File: config.mk
export PLATFORM = sky130hd
export DESIGN_NAME = wide_addsub_seq
export DESIGN_NICKNAME = d
export VERILOG_FILES = /design/src/rtl/wide_addsub_pkg.sv /design/src/rtl/wide_addsub_seq_slice.sv /design/src/rtl/wide_addsub_seq.sv
export SDC_FILE = /design/constraint.sdc
export NUM_CORES = 1
export LEC_CHECK = 0
export CORE_MARGIN = 3
export CORE_UTILIZATION = 45
export CTS_CLUSTER_DIAMETER = 50
export DETAILED_ROUTE_END_ITERATION = 10
export PLACE_DENSITY = 0.72
export SETUP_SLACK_MARGIN = 0.05
export SYNTH_ARGS = -nofsm -noshare
export SYNTH_HDL_FRONTEND = slang
export SYNTH_SLANG_ARGS = --single-unit
export TNS_END_PERCENT = 10
File: constraint.sdc
create_clock -name clk -period 21.9 [get_ports clk]
set_input_delay 4.38 -clock clk [delete_from_list [all_inputs] [get_ports clk]]
set_output_delay 4.38 -clock clk [all_outputs]
set_load 0.1 [all_outputs]
File: src/rtl/wide_addsub_pkg.sv
// Shared types and constants for the sequential wide adder/subtractor.
// FSM state encoding, slice geometry and operation codes live here.
package wide_addsub_pkg;

    localparam int SLICE_W = 16;
    localparam int NIB_W = 4;

    localparam logic MOD_ADD = 1'b0;
    localparam logic MOD_SUB = 1'b1;

    typedef enum logic [1:0] {
        IDLE = 2'd0,
        RUN  = 2'd1,
        DONE = 2'd2
    } state_t;

endpackage

File: src/rtl/wide_addsub_seq_slice.sv
// 16-bit adder slice with explicit carry-in/out, shared across all
// operand slices by the sequencer; carry-select over 4-bit ripple groups.
module addsub_slice16
    import wide_addsub_pkg::*;
(
    input  logic [SLICE_W-1:0] a,
    input  logic [SLICE_W-1:0] b,
    input  logic               cin,
    output logic [SLICE_W-1:0] sum,
    output logic               cout
);

    localparam int NNIB = SLICE_W / NIB_W;

    function automatic logic [NIB_W:0] ripple4(
        input logic [NIB_W-1:0] x,
        input logic [NIB_W-1:0] y,
        input logic             ci
    );
        logic [NIB_W:0] r;
        logic           cc;
        r  = '0;
        cc = ci;
        for (int i = 0; i < NIB_W; i++) begin
            r[i] = x[i] ^ y[i] ^ cc;
            cc   = (x[i] & y[i]) | (cc & (x[i] ^ y[i]));
        end
        r[NIB_W] = cc;
        return r;
    endfunction

    // Both nibble results are formed up front; the incoming carry only selects.
    always_comb begin
        logic           c;
        logic [NIB_W:0] r0;
        logic [NIB_W:0] r1;
        sum = '0;
        c   = cin;
        r0  = '0;
        r1  = '0;
        for (int n = 0; n < NNIB; n++) begin
            r0 = ripple4(a[n*NIB_W +: NIB_W], b[n*NIB_W +: NIB_W], 1'b0);
            r1 = ripple4(a[n*NIB_W +: NIB_W], b[n*NIB_W +: NIB_W], 1'b1);
            sum[n*NIB_W +: NIB_W] = c ? r1[NIB_W-1:0] : r0[NIB_W-1:0];
            c = c ? r1[NIB_W] : r0[NIB_W];
        end
        cout = c;
    end

endmodule

File: src/rtl/wide_addsub_seq.sv
// Sequential W-bit add/sub, one 16-bit slice per cycle, LSB slice first.
// Define WIDE_ADDSUB_SOVF_EN to add the signed-overflow output ovf_s.
module wide_addsub_seq
    import wide_addsub_pkg::*;
#(
    parameter  int NWORDS = 4,
    localparam int W      = SLICE_W * NWORDS
) (
    input  logic         clk,
    input  logic         rst,
    input  logic         in_valid,
    output logic         in_ready,
    input  logic [W-1:0] a,
    input  logic [W-1:0] b,
    input  logic         mod,
    output logic         out_valid,
    input  logic         out_ready,
    output logic [W-1:0] y,
    output logic         carry,
    output logic         zero
`ifdef WIDE_ADDSUB_SOVF_EN
    ,
    output logic         ovf_s
`endif
);

    localparam int IDX_W = (NWORDS > 1) ? $clog2(NWORDS) : 1;
    localparam logic [IDX_W-1:0] LAST_IDX = IDX_W'(NWORDS - 1);

    state_t state_q;
    state_t state_d;
    logic   ld;
    logic   step;
    logic   last;

    logic [W-1:0]       a_q;
    logic [W-1:0]       b_q;
    logic [W-1:0]       y_q;
    logic [W-1:0]       y_nxt;
    logic               c_q;
    logic [IDX_W-1:0]   idx_q;
    logic               carry_q;
    logic               zero_q;
    int                 base;

    logic [SLICE_W-1:0] s_a;
    logic [SLICE_W-1:0] s_b;
    logic [SLICE_W-1:0] s_sum;
    logic               s_cout;

    always_ff @(posedge clk or posedge rst) begin
        if (rst) begin
            state_q <= IDLE;
        end else begin
            state_q <= state_d;
        end
    end

    always_comb begin
        state_d = state_q;
        ld      = 1'b0;
        step    = 1'b0;
        last    = (idx_q == LAST_IDX);
        unique case (state_q)
            IDLE: begin
                if (in_valid) begin
                    ld      = 1'b1;
                    state_d = RUN;
                end
            end
            RUN: begin
                step = 1'b1;
                if (last) begin
                    state_d = DONE;
                end
            end
            DONE: begin
                if (out_ready) begin
                    state_d = IDLE;
                end
            end
            default: state_d = IDLE;
        endcase
    end

    assign in_ready  = (state_q == IDLE);
    assign out_valid = (state_q == DONE);

    assign base = int'(idx_q) * SLICE_W;
    assign s_a  = a_q[base +: SLICE_W];
    assign s_b  = b_q[base +: SLICE_W];

    addsub_slice16 u_slice (
        .a    (s_a),
        .b    (s_b),
        .cin  (c_q),
        .sum  (s_sum),
        .cout (s_cout)
    );

    // Result with the current slice merged in, so flags see the full word.
    always_comb begin
        y_nxt = y_q;
        y_nxt[base +: SLICE_W] = s_sum;
    end

    always_ff @(posedge clk or posedge rst) begin
        if (rst) begin
            a_q     <= '0;
            b_q     <= '0;
            y_q     <= '0;
            c_q     <= 1'b0;
            idx_q   <= '0;
            carry_q <= 1'b0;
            zero_q  <= 1'b0;
        end else if (ld) begin
            a_q   <= a;
            b_q   <= (mod == MOD_ADD) ? b : ~b;
            c_q   <= mod;
            idx_q <= '0;
        end else if (step) begin
            y_q   <= y_nxt;
            c_q   <= s_cout;
            idx_q <= idx_q + IDX_W'(1);
            if (last) begin
                carry_q <= s_cout;
                zero_q  <= (y_nxt == '0);
            end
        end
    end

    assign y     = y_q;
    assign carry = carry_q;
    assign zero  = zero_q;

`ifdef WIDE_ADDSUB_SOVF_EN
    logic ovf_q;

    always_ff @(posedge clk or posedge rst) begin
        if (rst) begin
            ovf_q <= 1'b0;
        end else if (step && last) begin
            ovf_q <= (a_q[W-1] == b_q[W-1]) && (y_nxt[W-1] != a_q[W-1]);
        end
    end

    assign ovf_s = ovf_q;
`endif

endmodule

==> metrics.txt <==
Post-Synth Simple-Gate Area 16.4%; placed cell areas 11800 um2; Async S/R FF share, synth 100%; die area 23100 um2; fin. max-slew vios 0; Yosys reg bits ~200; Post-Synth Adder-Cell Area under 10%; Hold Buf Count CTS 0; # diodes 0; largest fanout on the critical path 32; clk_skew 0.00786 ns; RSZ-0062 raised after global routing no; Crit Reg-Reg Endpoint zero; share of cells above drive strength 1 7.10%; most frequent cells in the layout 320 x nand2_1, 199 x clkdlybuf4s50_1, 197 x dfrtp_1; crit-path most repeated cell fa_1; DPL Wire Length roughly 19000 um; # IOs 201; Syn. warnings 0; post-synthesis xor/xnor area fraction 6.22%; final worst-path cycle share 35.1%; status finished, final reports clean; core area 20600 um2; mux contribution to synthesized area 8.07%; CP max-delay cell dfrtp_2; fmax 130 MHz; initial antenna violation count 0; cts bufs inserted 17; CTS clk-pin slew, worst paths approximately 0.07 ns; Reg2Reg Setup Slack 14.22 ns; reg2reg start idx_q[0]; placer congestion estimate between 0.8 and 0.9; Detailed Route Iter0 Violations 476; Post-Route WL around 26000 um; Die X 152 um; crit path time final 7.68 ns; Slew @ Worst Pin around 1.1 ns; Final Setup Violations 0; largest net degree at the start of global routing 135; synthesized area per cell between 9 and 10 um2; fin area 12400 um2; CP max stage delay 0.65 ns; htree depth 4; final hold viol count 0; CP Data Arrival Time roughly 8.0 ns; worst-case hold slack 0.477 ns; Rows 52; first-pass GRT wire length ~40000 um; hold path depth 2; port buffer count 200; Setup CP Type reg -> reg; Post-CTS Setup Repair Bufs 0; slew margin rel. 25.5%; crit end category flop; reg2reg path depth 28; hold endpoint a_q[15]; nets@finish 1287; commonest non-fill, non-tap cell in the layout nand2_1; compound-gate portion of the synthesized area about a tenth; largest family of logic cells by synthesized area simple AND/OR/NAND/NOR gates; GRT Util Overall 22.5%; synthesized area 9580 um2; chip height 152 um; setup_tns 0 ns; Post-synth EDFFs 0; Hold/Removal Path Class reg -> reg; clk buf depth 2; CP required 22.24 ns; WL per Instance around 18 um; CTS tree yes; grt ovf 0; Initial Utilization 46.6%; crit path launch type flop; Final ANT Viol Nets 0; via count 7412; vias in the first global route 7486; most used flip-flop cell after synthesis dfrtp_1; detailed-route DRC error count 0; post-synthesis sequential area ratio ~52%; hold_sp a_q[15]; Distinct cells, synth 42; Post-Syn Nets 1117; area grow syn2layout 29.7%; clk root buf clkbuf_16; routed vias/inst 5.25; DR pass1 iterations 4; worst-skew pair later-pin latency ~0.43 ns; CTS-repair resized insts 0; Synth Instances 958; Clock Sinks 199; Max Cap Violations 0
-- metrics by stage --
stage               instances  utilization (%)  setup slack [ns]
finish                   1411             60.4             14.22
global route             1411             60.4             13.70
CTS                      1411             60.4             14.22
detailed placement       1379             57.2             14.27
global placement         1379             57.2             14.46
floorplan                 958                -             12.09
-- critical path: cells and delay by family, from the launching register on --
family | cells | cell delay, ns
fa+ha+maj | 12 | 3.84
mux | 3 | 0.99
buf+inv | 7 | 0.96
simple gates | 3 | 0.72
flops | 1 | 0.65
compound gates | 3 | 0.44
-- worst max path at each step --
| stage | start | end | slack [ns] | cells past startpoint |
|---|---|---|---|---|
| 2_1_floorplan | rst | a_q[0] | 12.09 | 1 |
| 3_3_place_gp | idx_q[0] | zero | 14.46 | 28 |
| 3_5_place_dp | idx_q[0] | zero | 14.27 | 28 |
| 4_1_cts | idx_q[0] | zero | 14.22 | 28 |
| 5_1_grt | idx_q[0] | zero | 13.70 | 28 |
| 6_report | idx_q[0] | zero | 14.22 | 28 |
-- logic make-up (layout without fill, tap and decap cells) --
logic type               count (synthesis)  count (layout)
adder cells (fa/ha/maj)                 26              26
AO/OA/AOI/OAI                          157             157
AND/OR/NAND/NOR                        379             379
flip-flops                             199             199
multiplexers                            37              37
buffers and inverters                   92             275
XOR/XNOR                                68              68
-- cell usage after synthesis, types with 2 or more instances --
cell         n  area share (%)
nand2_1    321              13
dfrtp_1    199              52
o21ai_0    119             6.2
xnor2_1     68             6.2
clkbuf_1    44             1.7
inv_1       38             1.5
mux4_2      32             7.5
a22o_1      14             1.3
ha_1        14             1.8
fa_1        12             2.5
nor2_1      10            0.39
nor4_1      10            0.65
o31ai_1      7            0.55
a21oi_1      6            0.31
nand3_1      6            0.31
buf_1        5            0.20
buf_2        5            0.26
nand4_1      4            0.26
nor2b_1      4            0.26
a31oi_1      3            0.20
mux2i_1      3            0.31
nor3_1       3            0.16
nor4bb_1     3            0.31
or4_1        3            0.24
a311oi_1     2            0.18
mux2_2       2            0.24
nand2b_1     2            0.13
nand4bb_1    2            0.24
o22ai_1      2            0.13
or2_2        2            0.13
or3b_2       2            0.18
-- registers in the layout, summed over array words and instances, names as in the netlist --
signal	cells
a_q	64
b_q	64
c_q	1
carry	1
idx_q	2
state_q	2
y	64
zero	1
-- final cells by class --
cell class	count	area (um2)
clock buffer	21	460
inverter	38	150
tap	270	338
multi-input combinational	667	4250
fill	1754	8140
clock inverter	11	195
sequential	199	4980
timing repair buffer	205	2040
-- routing by layer --
layer  vias up  global-route usage, %  share of wire, %
li1       3519                      -                 -
met1      3571                   31.2                43
met2       276                   35.0                47
met3        46                   5.29               6.7
met4         0                   7.66               2.7
met5         -                      0                 0
Power is not shown: default switching activity piles up to over one toggle a cycle in this logic, so the estimate is an artifact.
